===== config.mk =====
export PLATFORM = sky130hd
export DESIGN_NAME = alu
export DESIGN_NICKNAME = d
export VERILOG_FILES = /design/src/rtl/alu_pkg.sv /design/src/rtl/alu_core.sv /design/src/rtl/alu.sv
export SDC_FILE = /design/constraint.sdc
export NUM_CORES = 1
export LEC_CHECK = 0
export ABC_AREA = 1
export BUFFER_PORTS_ARGS = -buffer_cell sky130_fd_sc_hd__buf_2
export CELL_PAD_IN_SITES_DETAIL_PLACEMENT = 2
export CELL_PAD_IN_SITES_GLOBAL_PLACEMENT = 2
export CORE_MARGIN = 3
export CORE_UTILIZATION = 32
export CTS_CLUSTER_SIZE = 25
export DETAILED_ROUTE_END_ITERATION = 10
export PLACE_DENSITY = 0.88
export SYNTH_ARGS = -nofsm -noshare
export SYNTH_HDL_FRONTEND = slang
export SYNTH_SLANG_ARGS = --single-unit

===== constraint.sdc =====
create_clock -name clk -period 1.1 [get_ports clk]
set_clock_uncertainty 0.1 [all_clocks]
set_input_delay 0.055 -clock clk [delete_from_list [all_inputs] [get_ports clk]]
set_output_delay 0.055 -clock clk [all_outputs]
set_load 0.1 [all_outputs]

===== src/rtl/alu_pkg.sv =====
`default_nettype none
// ============================================================================
//  Module      : alu_pkg
//  Description : Shared opcode encodings and default width for the ALU.
//  Revision    : 1.0  initial release
// ============================================================================
package alu_pkg;

    localparam int unsigned C_DEFAULT_WIDTH = 16;

    // 3-bit operation select encodings
    localparam logic [2:0] OP_ADD = 3'b000;
    localparam logic [2:0] OP_SUB = 3'b001;
    localparam logic [2:0] OP_AND = 3'b010;
    localparam logic [2:0] OP_OR  = 3'b011;
    localparam logic [2:0] OP_XOR = 3'b100;
    localparam logic [2:0] OP_NOT = 3'b101;
    localparam logic [2:0] OP_MOV = 3'b110;
    localparam logic [2:0] OP_INC = 3'b111;

endpackage : alu_pkg
`default_nettype wire


===== src/rtl/alu_core.sv =====
`default_nettype none
// ============================================================================
//  Module      : alu_core
//  Description : Combinational ALU datapath: result plus next overflow,
//                zero and negative flags.
//  Revision    : 1.0  initial release
// ============================================================================
module alu_core
    import alu_pkg::*;
#(
    parameter int unsigned N = C_DEFAULT_WIDTH
) (
    input  logic [N-1:0] a_i,
    input  logic [N-1:0] b_i,
    input  logic [2:0]   op_i,
    input  logic         mov_sel_i,
    output logic [N-1:0] result_o,
    output logic         ovf_o,
    output logic         zero_o,
    output logic         neg_o
);

    // Carry-out is simply dropped by keeping every sum N bits wide
    logic [N-1:0] w_add;
    logic [N-1:0] w_sub;
    logic [N-1:0] w_inc;

    assign w_add = a_i + b_i;
    assign w_sub = a_i - b_i;
    assign w_inc = a_i + N'(1);

    // Opcode decode: select result and signed-overflow for the operation
    always_comb begin
        result_o = '0;
        ovf_o    = 1'b0;
        case (op_i)
            OP_ADD: begin
                result_o = w_add;
                ovf_o    = (a_i[N-1] == b_i[N-1]) && (w_add[N-1] != a_i[N-1]);
            end
            OP_SUB: begin
                result_o = w_sub;
                ovf_o    = (a_i[N-1] != b_i[N-1]) && (w_sub[N-1] != a_i[N-1]);
            end
            OP_AND: result_o = a_i & b_i;
            OP_OR:  result_o = a_i | b_i;
            OP_XOR: result_o = a_i ^ b_i;
            OP_NOT: result_o = ~a_i;
            OP_MOV: result_o = mov_sel_i ? b_i : a_i;
            OP_INC: begin
                // The implicit second operand (+1) is always positive
                result_o = w_inc;
                ovf_o    = !a_i[N-1] && w_inc[N-1];
            end
            default: begin
                result_o = '0;
                ovf_o    = 1'b0;
            end
        endcase
    end

    assign zero_o = (result_o == '0);
    assign neg_o  = result_o[N-1];

endmodule : alu_core
`default_nettype wire


===== src/rtl/alu.sv =====
`default_nettype none
// ============================================================================
//  Module      : alu
//  Description : Registered ALU. Result and flags load together on enabled
//                clock edges; asynchronous active-high reset clears them.
//  Revision    : 1.0  initial release
// ============================================================================
module alu
    import alu_pkg::*;
#(
    parameter int unsigned N = C_DEFAULT_WIDTH
) (
    input  logic [N-1:0] A,
    input  logic [N-1:0] B,
    input  logic [2:0]   op,
    input  logic         clk,
    input  logic         en,
    input  logic         rst,
    input  logic         mov_sel,
    output logic [N-1:0] sum,
    output logic         o_flag,
    output logic         z_flag,
    output logic         n_flag
);

    logic [N-1:0] sum_d;
    logic         o_d;
    logic         z_d;
    logic         n_d;

    logic [N-1:0] sum_q;
    logic         o_q;
    logic         z_q;
    logic         n_q;

    alu_core #(
        .N (N)
    ) u_core (
        .a_i       (A),
        .b_i       (B),
        .op_i      (op),
        .mov_sel_i (mov_sel),
        .result_o  (sum_d),
        .ovf_o     (o_d),
        .zero_o    (z_d),
        .neg_o     (n_d)
    );

    // Result and flags share one enable so they never update partially
    always_ff @(posedge clk or posedge rst) begin
        if (rst) begin
            sum_q <= '0;
            o_q   <= 1'b0;
            z_q   <= 1'b0;
            n_q   <= 1'b0;
        end else if (en) begin
            sum_q <= sum_d;
            o_q   <= o_d;
            z_q   <= z_d;
            n_q   <= n_d;
        end
    end

    assign sum    = sum_q;
    assign o_flag = o_q;
    assign z_flag = z_q;
    assign n_flag = n_q;

endmodule : alu
`default_nettype wire


==> results of run 1 <==
-- synth_stat cells (7+ instances only) --
library cell  count  share of area
ha_1             49           0.14
buf_2             7         0.0081
nand2_1         269           0.23
nor3_1           15          0.017
inv_2             7         0.0061
inv_1           110          0.095
nand4_1          11          0.016
a21oi_1          32          0.037
buf_4             9          0.016
nor2_1           90          0.078
nor2_2            7          0.010
nand3_1          78          0.090
buf_6             7          0.018
dfrtp_1          18           0.10
o21ai_0          43          0.050
-- stage by stage --
step	hold WS (ns)	worst slack, ns	instance area, µm²	setup TNS, ns	std cells
2_1_floorplan	-0.106	-0.705	4430	-6.95	797
3_3_place_gp	-0.0335	-1.14	6540	-15.86	1193
-- kinds of logic after synthesis --
| group | after synthesis | share of synthesized area |
|---|---|---|
| AOI/OAI and AO/OA | 97 | 0.120 |
| buffers and inverters | 145 | 0.148 |
| and+or+nand+nor | 486 | 0.477 |
| adders and majority gates | 51 | 0.151 |
| DFF | 18 | 0.104 |
==> run metrics, run 1 <==
Synth Flop Type dfrtp_1; first error [ERROR DPL-0033] detailed placement checks failed during check placement.; Post-Synthesis Cells 797; GP Congestion 0.993; Yosys cell types 32; asr flop ratio synth 1.00; status did not finish; Initial Util 0.335; Seq/Total Area, Yosys 0.104; Die Ht 122 µm; dpl hpwl 22600 µm; Ports 58; Cell Rows 41; number of port buffers 57; Halt Stage 3_5_place_dp; Synth warnings 0; Synth Cell Area 4330 µm²; post-synth net total 887; synthesis-stage register bit count 18; Post-Syn Area per Cell 5.44 µm²; number of flops mapped to enable cells by yosys 0; Die Wd 122 µm
==> run 2, diff against run 1 <==
==> config.mk (replaced) <==
export PLATFORM = sky130hd
export DESIGN_NAME = alu
export DESIGN_NICKNAME = d
export VERILOG_FILES = /design/src/rtl/alu_pkg.sv /design/src/rtl/alu_core.sv /design/src/rtl/alu.sv
export SDC_FILE = /design/constraint.sdc
export NUM_CORES = 1
export LEC_CHECK = 0
export ABC_AREA = 1
export BUFFER_PORTS_ARGS = -buffer_cell sky130_fd_sc_hd__buf_2
export CORE_MARGIN = 3
export CORE_UTILIZATION = 39
export DETAILED_ROUTE_END_ITERATION = 10
export PLACE_DENSITY_LB_ADDON = 0.15
export SYNTH_ARGS = -nofsm -noshare
export SYNTH_HDL_FRONTEND = slang
export SYNTH_SLANG_ARGS = --single-unit
==> run 2 against run 1 <==
  * The flow now finishes, with violations (setup timing)
  * Synthesized cell count stayed put
  * Area after synthesis stayed put
==> run metrics, run 2 <==
clk root buf clkbuf_8; layout cell share with drive strength beyond 1 0.501; number of diodes 0; simple-gate area share of the yosys netlist 0.477; main combinational cell family by area after synthesis simple AND/OR/NAND/NOR gates; Routed WL 19600 µm; Setup crit end kind register; vias per cell 5.25; worst vdd ir 1190 µV; Die Ht 111 µm; Clock transition at path regs 0.06 ns; post-synthesis mux area share 0; P_leak 0.00412 µW; H-Tree Depth 1; P per Cell Area 758 nW/µm²; fmax 0.528 GHz; largest net degree at the start of global routing 20; Synth Flop Type dfrtp_1; number of flops mapped to enable cells by yosys 0; Synth warnings 0; reg2reg start sum[15]$_DFFE_PP0P_; setup TNS -9.58 ns; post-synth net total 887; RR Endpoint sum[15]$_DFFE_PP0P_; Top delay family on crit path simple AND/OR/NAND/NOR gates; synthesis-stage register bit count 18; crit path cell chain buf_8 -> clkinvlp_4 -> ha_4 -> inv_2 -> fa_2 -> buf_6 -> nor2_4 -> nor3_2 -> nor2_1 -> nand4_1 -> nor2_2 -> nand2_1 -> nor2_1 -> nand3_1 -> nor2_1 -> nand2_1 -> nand2_1; CP max stage delay 0.36 ns; max FFs per register 16; Cell Rows 37; violated checks setup timing; status complete, but fails checks; Area contributors post-synth nand2_1 23%, ha_1 14%, dfrtp_1 10%; Synth Cell Area 4330 µm²; Hold Crit Depth 4; Yosys cell types 32; Critical path origin A[0]; Hold WC Path Type input pin to register; drt wl/cell 16.1 µm; synth cell count leaders 269 x nand2_1, 110 x inv_1, 90 x nor2_1; post-synthesis compound-gate area fraction 0.120; Tot GR Track Use 0.296; Pre-Repair DR Iteration Count 5; startpoint types input pin; FF-to-FF setup slack 0.25 ns; Die Wd 111 µm; Max FO, Critical Path 3; Final Slew Violations 0; initial antenna violation count 0; Post-Synthesis Cells 797; Iter 0 DRT Violations 601; asr flop ratio synth 1.00; Worst path slowest cell fa_2; die area 12400 µm²; number of port buffers 57; hold_sp en; commonest non-fill, non-tap cell in the layout buf_4; Post-Syn Area per Cell 5.44 µm²; number of CTS-inserted buffers 3; Residual DRC 0; grt ovf 0; time the worst path needs with I/O delays and setup 1.89 ns; final setup margin -0.793 ns; worst path bufs/invs 4; critical path arrival 1.98 ns; count leader, synth nand2_1; Seq/Total Area, Yosys 0.104; most frequent cells in the layout 224 x buf_4, 215 x nand2_1, 83 x inv_1; WHS 0.150 ns; worst slew pin tran 0.457 ns; maxcap violations 0; vias in the first global route 6048; final hold vios 0; CTS tree built; slew margin rel. 0.693; Ports 58; post-synthesis adder-cell area fraction 0.151; post-route ant nets 0; Yosys top cell area share 0.233; GP Congestion 0.917; CP required 1.19 ns; Skew-Pair Late Insertion Delay 0.24 ns; RSZ-0062 raised after global routing true; R2R depth 2; area grow syn2layout 85.7%; Crit Path Class input pin to register; fill count 806; final setup violating endpoints 18; global-route wire length before repair 30200 µm; clock sink count 18; Synth area leader nand2_1; total core area 10600 µm²; XOR/XNOR Fraction of Synth Area 0; dpl hpwl 14600 µm; DR vias 6379; crit share post-route 1.72; Initial Util 0.411; clk buf depth 2; hold path endpoint sum[2]$_DFFE_PP0P_; # nets final 1171
## run 2: cell counts after synthesis
Identical to the previous run, type by type.
## run 2: timing repair
action | CTS | global route
buffers inserted | 42 | 10
resized for setup | 210 | 98
pin swaps | 86 | 59
endpoints found under the hold margin | 18 | 0
hold buffers | 1 | 0
cloned | 1 | 0
setup endpoints to repair | 18 | 20
## run 2: through the flow
step / std cells / utilization / total power [µW] / cell area (µm²) / setup WS [ns]
floorplan: 797 / - / 2940 / 4430 / -0.705
global placement: 1166 / 0.621 / 4650 / 6560 / -1.27
detailed placement: 1166 / 0.621 / 4700 / 6560 / -1.23
CTS: 1210 / 0.724 / 5760 / 7640 / -0.789
global route: 1215 / 0.762 / 6430 / 8050 / -0.941
finish: 1215 / 0.762 / 6100 / 8050 / -0.793
## run 2: final cells by class
| class | instances | area (µm²) | share of cell area |
|---|---|---|---|
| Timing Repair Buffer | 305 | 2690 | 0.334 |
| Inverter | 118 | 487 | 0.0605 |
| Clock buffer | 3 | 41.3 | 0.00513 |
| Multi-Input combinational cell | 635 | 4200 | 0.522 |
| Sequential cell | 18 | 455 | 0.0566 |
| Tap cell | 136 | 170 | 0.0211 |
## run 2: routing by layer
layer  wire length (µm)  track usage
met3               1410       0.0277
met1               8290        0.391
met4                699       0.0981
met2               9180        0.507
met5                  0            0
## run 2: how the worst max path moves through the flow
stage          depth (start not counted)                  to  slack (ns)
6_report                              17  z_flag$_DFFE_PP0P_       -0.79
5_1_grt                               18  z_flag$_DFFE_PP0P_       -0.94
4_1_cts                               18  z_flag$_DFFE_PP0P_       -0.79
3_5_place_dp                          17  z_flag$_DFFE_PP0P_       -1.23
3_3_place_gp                          17  z_flag$_DFFE_PP0P_       -1.27
2_1_floorplan                         17  z_flag$_DFFE_PP0P_       -0.70
## run 2: tightest hold or removal path: stages
cell     delay (ns)
buf_2          0.11
buf_4          0.19
nand2_2        0.06
nand2_1        0.05
## run 2: report_power, final
group / total [µW] / internal, µW / switching, µW
logic: 4790 / 2090 / 2700
clock network: 439 / 242 / 196
registers: 872 / 762 / 110
total: 6100 / 3090 / 3010
## run 2: cell families (layout without fill, tap and decap cells)
logic type / Yosys count / count (layout)
AOI/OAI and AO/OA: 97 / 97
DFF: 18 / 18
buffers and inverters: 145 / 426
adders and majority gates: 51 / 51
and+or+nand+nor: 486 / 487
No activity file was read; power rests on OpenSTA's default activity.
==> run 3, diff against run 2 <==
--- a/config.mk
+++ b/config.mk
@@ -10,7 +10,7 @@
 export CORE_MARGIN = 3
 export CORE_UTILIZATION = 39
 export DETAILED_ROUTE_END_ITERATION = 10
-export PLACE_DENSITY_LB_ADDON = 0.15
+export PLACE_DENSITY = 0.69
 export SYNTH_ARGS = -nofsm -noshare
 export SYNTH_HDL_FRONTEND = slang
 export SYNTH_SLANG_ARGS = --single-unit
==> constraint.sdc (replaced) <==
create_clock -name clk -period 1.1 [get_ports clk]
set_clock_uncertainty 0.1 [all_clocks]
set_input_delay 0.055 -clock clk [delete_from_list [all_inputs] [get_ports clk]]
set_output_delay 0.055 -clock clk [all_outputs]
set_load 0.01 [all_outputs]
==> run 3 against run 2 <==
  * The flow still finishes with violations (setup timing)
  * Non-clock buffer count down 43
  * Worst setup slack better by 0.014 ns
  * Utilization down 11 points
  * Via count shrank 4.5%
  * Hold slack got worse by 0.040 ns
  * Critical path depth is 2 higher
  * Sequential share of layout area rose by 0.83 points
  * Final area down 14%
  * Cell count fell by 3.5%
  * Sequential cell count did not move
  * Global-route usage decreased by 3.7 points
  * Critical path type unchanged
  * Critical endpoint unchanged
  * Largest cell class unchanged
  * Largest power group unchanged
==> run metrics, run 3 (synthesized netlist as in run 2, its figures left out) <==
initial antenna violation count 0; fin cells 1172; vias per cell 5.20; total core area 10600 µm²; Crit Path Class input pin to register; global-route wire length before repair 27000 µm; vias in the first global route 5731; final hold vios 0; final setup violating endpoints 18; Clock transition at path regs 0.06 ns; CP max stage delay 0.40 ns; Hold WC Path Type input pin to register; Cell Rows 37; grt met3 use 0.0272; GP Congestion 0.961; Residual DRC 0; final instance area 6940 µm²; Worst path slowest cell fa_2; Initial Util 0.411; final setup margin -0.779 ns; pre-CTS setup slack -1.12 ns; Iter 0 DRT Violations 518; Max FO, Critical Path 3; slew margin rel. 0.692; layout cell share with drive strength beyond 1 0.411; Setup crit end kind register; clock sink count 18; die area 12400 µm²; time the worst path needs with I/O delays and setup 1.88 ns; final total power 4500 µW; clk buf depth 2; Tot GR Track Use 0.259; Pre-Repair DR Iteration Count 7; drt wl/cell 14.6 µm; most frequent cells in the layout 234 x nand2_1, 190 x buf_4, 91 x inv_1; Final Slew Violations 0; RSZ-0062 raised after global routing true; Routed WL 17100 µm; worst slew pin tran 0.459 ns; Most Used Layer, Global Route met2; largest net degree at the start of global routing 20; number of port buffers 57; crit share post-route 1.71; DR vias 6091; Skew-Pair Late Insertion Delay 0.25 ns; # nets final 1128; critical path arrival 1.98 ns; maxcap violations 0; M2 GR Usage 0.429; area grow syn2layout 60.1%; grt ovf 0; dpl hpwl 13100 µm; commonest non-fill, non-tap cell in the layout nand2_1; cell repeated most along the worst path nand2_1; Ports 58; GRT met1 Usage 0.345; status complete, but fails checks; P per Cell Area 649 nW/µm²; worst vdd ir 684 µV; P_leak 0.00373 µW; CP required 1.20 ns; H-Tree Depth 1; startpoint types input pin; post-route ant nets 0; crit path cell chain buf_8 -> clkinvlp_4 -> buf_6 -> ha_4 -> inv_4 -> fa_2 -> nand2_2 -> nand2_2 -> nand2_1 -> nand2_1 -> nand3_1 -> nand4_1 -> nor2_1 -> nand2_1 -> nor2_1 -> nand3_1 -> nor2_1 -> nand2_1 -> nand2_1; number of CTS-inserted buffers 3; fmax 0.532 GHz; placed cell count 1155; clk root buf clkbuf_8; Die Ht 111 µm; CTS tree built; number of diodes 0; Die Wd 111 µm; max FFs per register 16; violated checks setup timing; Post-DP Area 6150 µm²
==> run 3: cell count changes in the layout (fill, tap and decap cells not counted), sizes merged <==
cell,delta
buf,-42
clkbuf,-1
==> run 3: area by class of cell <==
type                    count  area (µm²)
multi-input cells         635        3880
fillers                   970        3620
repair buffers            262        1930
clock buffers               3        41.3
inverters                 118         467
flip-flops and latches     18         450
well taps                 136         170
==> run 3: repair_timing <==
item	in CTS	in global routing
endpoints found under the hold margin	18	0
gates cloned	1	0
hold buffers	1	0
endpoints found under the setup margin	18	18
pin swaps	24	37
gates resized for setup	97	83
setup buffers	8	5
==> run 3: worst paths after layout <==
check | slack (ns) | start | cells past startpoint | endpoint
worst max-delay path | -0.78 | A[0] | 19 | z_flag$_DFFE_PP0P_
worst min-delay path | 0.11 | en | 4 | sum[7]$_DFFE_PP0P_
worst max register to register | 0.36 | sum[13]$_DFFE_PP0P_ | 2 | sum[13]$_DFFE_PP0P_
worst min register to register | 0.38 | sum[3]$_DFFE_PP0P_ | 2 | sum[3]$_DFFE_PP0P_
max in group asynchronous | 0.47 | rst | 4 | sum[6]$_DFFE_PP0P_
min in group asynchronous | 0.25 | rst | 4 | sum[11]$_DFFE_PP0P_
==> run 3: metrics by stage <==
stage,TNS [ns],util,hold slack (ns)
2_1_floorplan,-6.92,-,-0.106
3_3_place_gp,-15.60,0.583,-0.0286
3_5_place_dp,-16.23,0.583,-0.0232
4_1_cts,-9.04,0.627,0.0991
5_1_grt,-11.25,0.657,0.150
6_report,-9.55,0.657,0.111
==> run 3: critical path, delay by kind of cell <==
kind | cells | cell delay [ns]
and+or+nand+nor | 13 | 1.10
buffers and inverters | 4 | 0.29
adders and majority gates | 2 | 0.53
==> run 3: where the power goes <==
part	internal, µW	switching (µW)
clock network	243	201
logic	1490	1770
registers	757	47.5
total	2490	2020
==> run 3: layer usage <==
| layer | routed length, µm | vias to the layer above | part of all wire |
|---|---|---|---|
| met2 | 7820 | 291 | 0.46 |
| li1 | - | 2998 | - |
| met1 | 7350 | 2746 | 0.43 |
| met3 | 1280 | 56 | 0.075 |
| met5 | 0 | - | 0 |
| met4 | 648 | 0 | 0.038 |
==> run 4, diff against run 3 <==
--- a/config.mk
+++ b/config.mk
@@ -8,9 +8,9 @@
 export ABC_AREA = 1
 export BUFFER_PORTS_ARGS = -buffer_cell sky130_fd_sc_hd__buf_2
 export CORE_MARGIN = 3
-export CORE_UTILIZATION = 39
+export CORE_UTILIZATION = 40
 export DETAILED_ROUTE_END_ITERATION = 10
-export PLACE_DENSITY = 0.69
+export PLACE_DENSITY = 0.7
 export SYNTH_ARGS = -nofsm -noshare
 export SYNTH_HDL_FRONTEND = slang
 export SYNTH_SLANG_ARGS = --single-unit
==> run 4 against run 3 <==
  * Utilization increased by 7.0 points
  * Combinational power increased by 17%
  * The flow still finishes with violations (setup timing)
  * Sequential cell count unchanged
  * Die area decreased by 2.4%
  * Largest power group unchanged
  * Sequential power about the same
  * Largest cell class unchanged
  * Register-to-register slack about the same
  * Global-route usage increased by 2.5 points
==> run metrics, run 4 (synthesized netlist as in run 2, its figures left out) <==
Residual DRC 0; Tot GR Track Use 0.284; RSZ-0062 raised after global routing true; CP required 1.19 ns; layout cell share with drive strength beyond 1 0.491; # nets final 1145; Max FO, Critical Path 3; global-route wire length before repair 27600 µm; Pre-Repair DR Iteration Count 8; placed cell count 1156; initial antenna violation count 0; Top delay family on crit path simple AND/OR/NAND/NOR gates; R2R depth 2; Hold WC Path Type input pin to register; Routed WL 20300 µm; Final Slew Violations 0; CTS tree built; largest net degree at the start of global routing 21; number of diodes 0; Setup crit end kind register; WHS 0.138 ns; most frequent cells in the layout 205 x nand2_1, 200 x buf_4, 85 x inv_1; fill count 765; worst path bufs/invs 5; crit share post-route 1.85; worst vdd ir 718 µV; vias per cell 5.57; setup TNS -10.54 ns; GP Congestion 0.994; WP depth 19; final setup margin -0.937 ns; grt ovf 0; clk root buf clkbuf_8; CP max stage delay 0.43 ns; Worst path slowest cell fa_2; cell repeated most along the worst path nand2_1; FF-to-FF setup slack 0.36 ns; number of CTS-inserted buffers 3; Crit Path Class input pin to register; RR Endpoint sum[15]$_DFFE_PP0P_; Cell Rows 37; worst slew pin tran 0.447 ns; H-Tree Depth 1; Ports 58; area of the multi-input gates 4280 µm²; area grow syn2layout 74.8%; Clock transition at path regs 0.07 ns; DR vias 6627; final total power 5120 µW; crit path to z_flag$_DFFE_PP0P_; die area 12100 µm²; time the worst path needs with I/O delays and setup 2.04 ns; max FFs per register 16; Critical path origin A[0]; clock sink count 18; Initial Util 0.416; final hold vios 0; P per Cell Area 676 nW/µm²; slew margin rel. 0.699; fmax 0.491 GHz; Iter 0 DRT Violations 814; fin cells 1190; commonest non-fill, non-tap cell in the layout nand2_1; final setup violating endpoints 18; maxcap violations 0; drt wl/cell 17.0 µm; critical path arrival 2.12 ns; Skew-Pair Late Insertion Delay 0.24 ns; dpl hpwl 12800 µm; number of port buffers 57; Die Wd 110 µm; vias in the first global route 5937; Die Ht 110 µm; crit path cell chain buf_8 -> clkinvlp_4 -> buf_6 -> ha_4 -> inv_4 -> fa_2 -> o21ai_1 -> inv_1 -> nor2_1 -> nand2_1 -> nand2_2 -> nand2_1 -> nor2_2 -> nand2_1 -> nor2_1 -> nand3_1 -> nor2_1 -> nand2_1 -> nand2_1; post-route ant nets 0; violated checks setup timing; P_leak 0.00397 µW; clk buf depth 2; Reg area 450 µm²; status complete, but fails checks; total core area 10400 µm²; startpoint types input pin; reg2reg start sum[15]$_DFFE_PP0P_
run 4: cell types whose count changed in the layout (fill, tap and decap cells not counted), sizes merged:
cell	delta
nor2	-1
buf	+17
clkbuf	+2
run 4: how the worst min path moves through the flow:
stage / startpoint / cells after the start / end
after detailed placement: rst / 3 / sum[1]$_DFFE_PP0P_
after global routing: en / 4 / sum[3]$_DFFE_PP0P_
after floorplan: rst / 1 / o_flag$_DFFE_PP0P_
after global placement: rst / 3 / sum[8]$_DFFE_PP0P_
final: en / 4 / sum[3]$_DFFE_PP0P_
after CTS: en / 4 / sum[8]$_DFFE_PP0P_
run 4: repair_timing:
item                                   CTS  global route
cloned                                   0             0
setup endpoints to repair               18            18
hold buffers                             1             0
pin swaps                               74            78
resized for setup                      178           139
setup buffers                           30            13
endpoints found under the hold margin   18             0
run 4: cell type report:
type	instances	area share
multi-input cells	634	0.565
repair buffers	280	0.282
inverters	118	0.0633
flip-flops and latches	18	0.0595
well taps	136	0.0225
clock buffers	4	0.00727
run 4: metrics by stage:
step	instance area, µm²	setup WS [ns]	util
2_1_floorplan	4420	-0.703	-
3_3_place_gp	6130	-1.12	0.589
3_5_place_dp	6130	-1.17	0.589
4_1_cts	7030	-0.829	0.674
5_1_grt	7580	-0.987	0.727
6_report	7580	-0.937	0.727
run 4: per-layer routing:
layer	vias to the layer above	part of all wire	global-route usage
met1	2988	0.37	0.364
met4	0	0.071	0.129
met2	462	0.46	0.476
met5	-	0	0
met3	146	0.099	0.0349
li1	3031	-	-
run 4: worst register-to-register path, stage by stage (launching register included):
cell	delay, ns
dfrtp_1	0.38
nand2_1	0.09
o21ai_2	0.06
run 4: report_power, final:
part           switching [µW]  leakage, µW  internal [µW]
Combinational            2120      0.00371           1670
Sequential               48.7     0.000226            756
Clock                     203    0.0000288            317
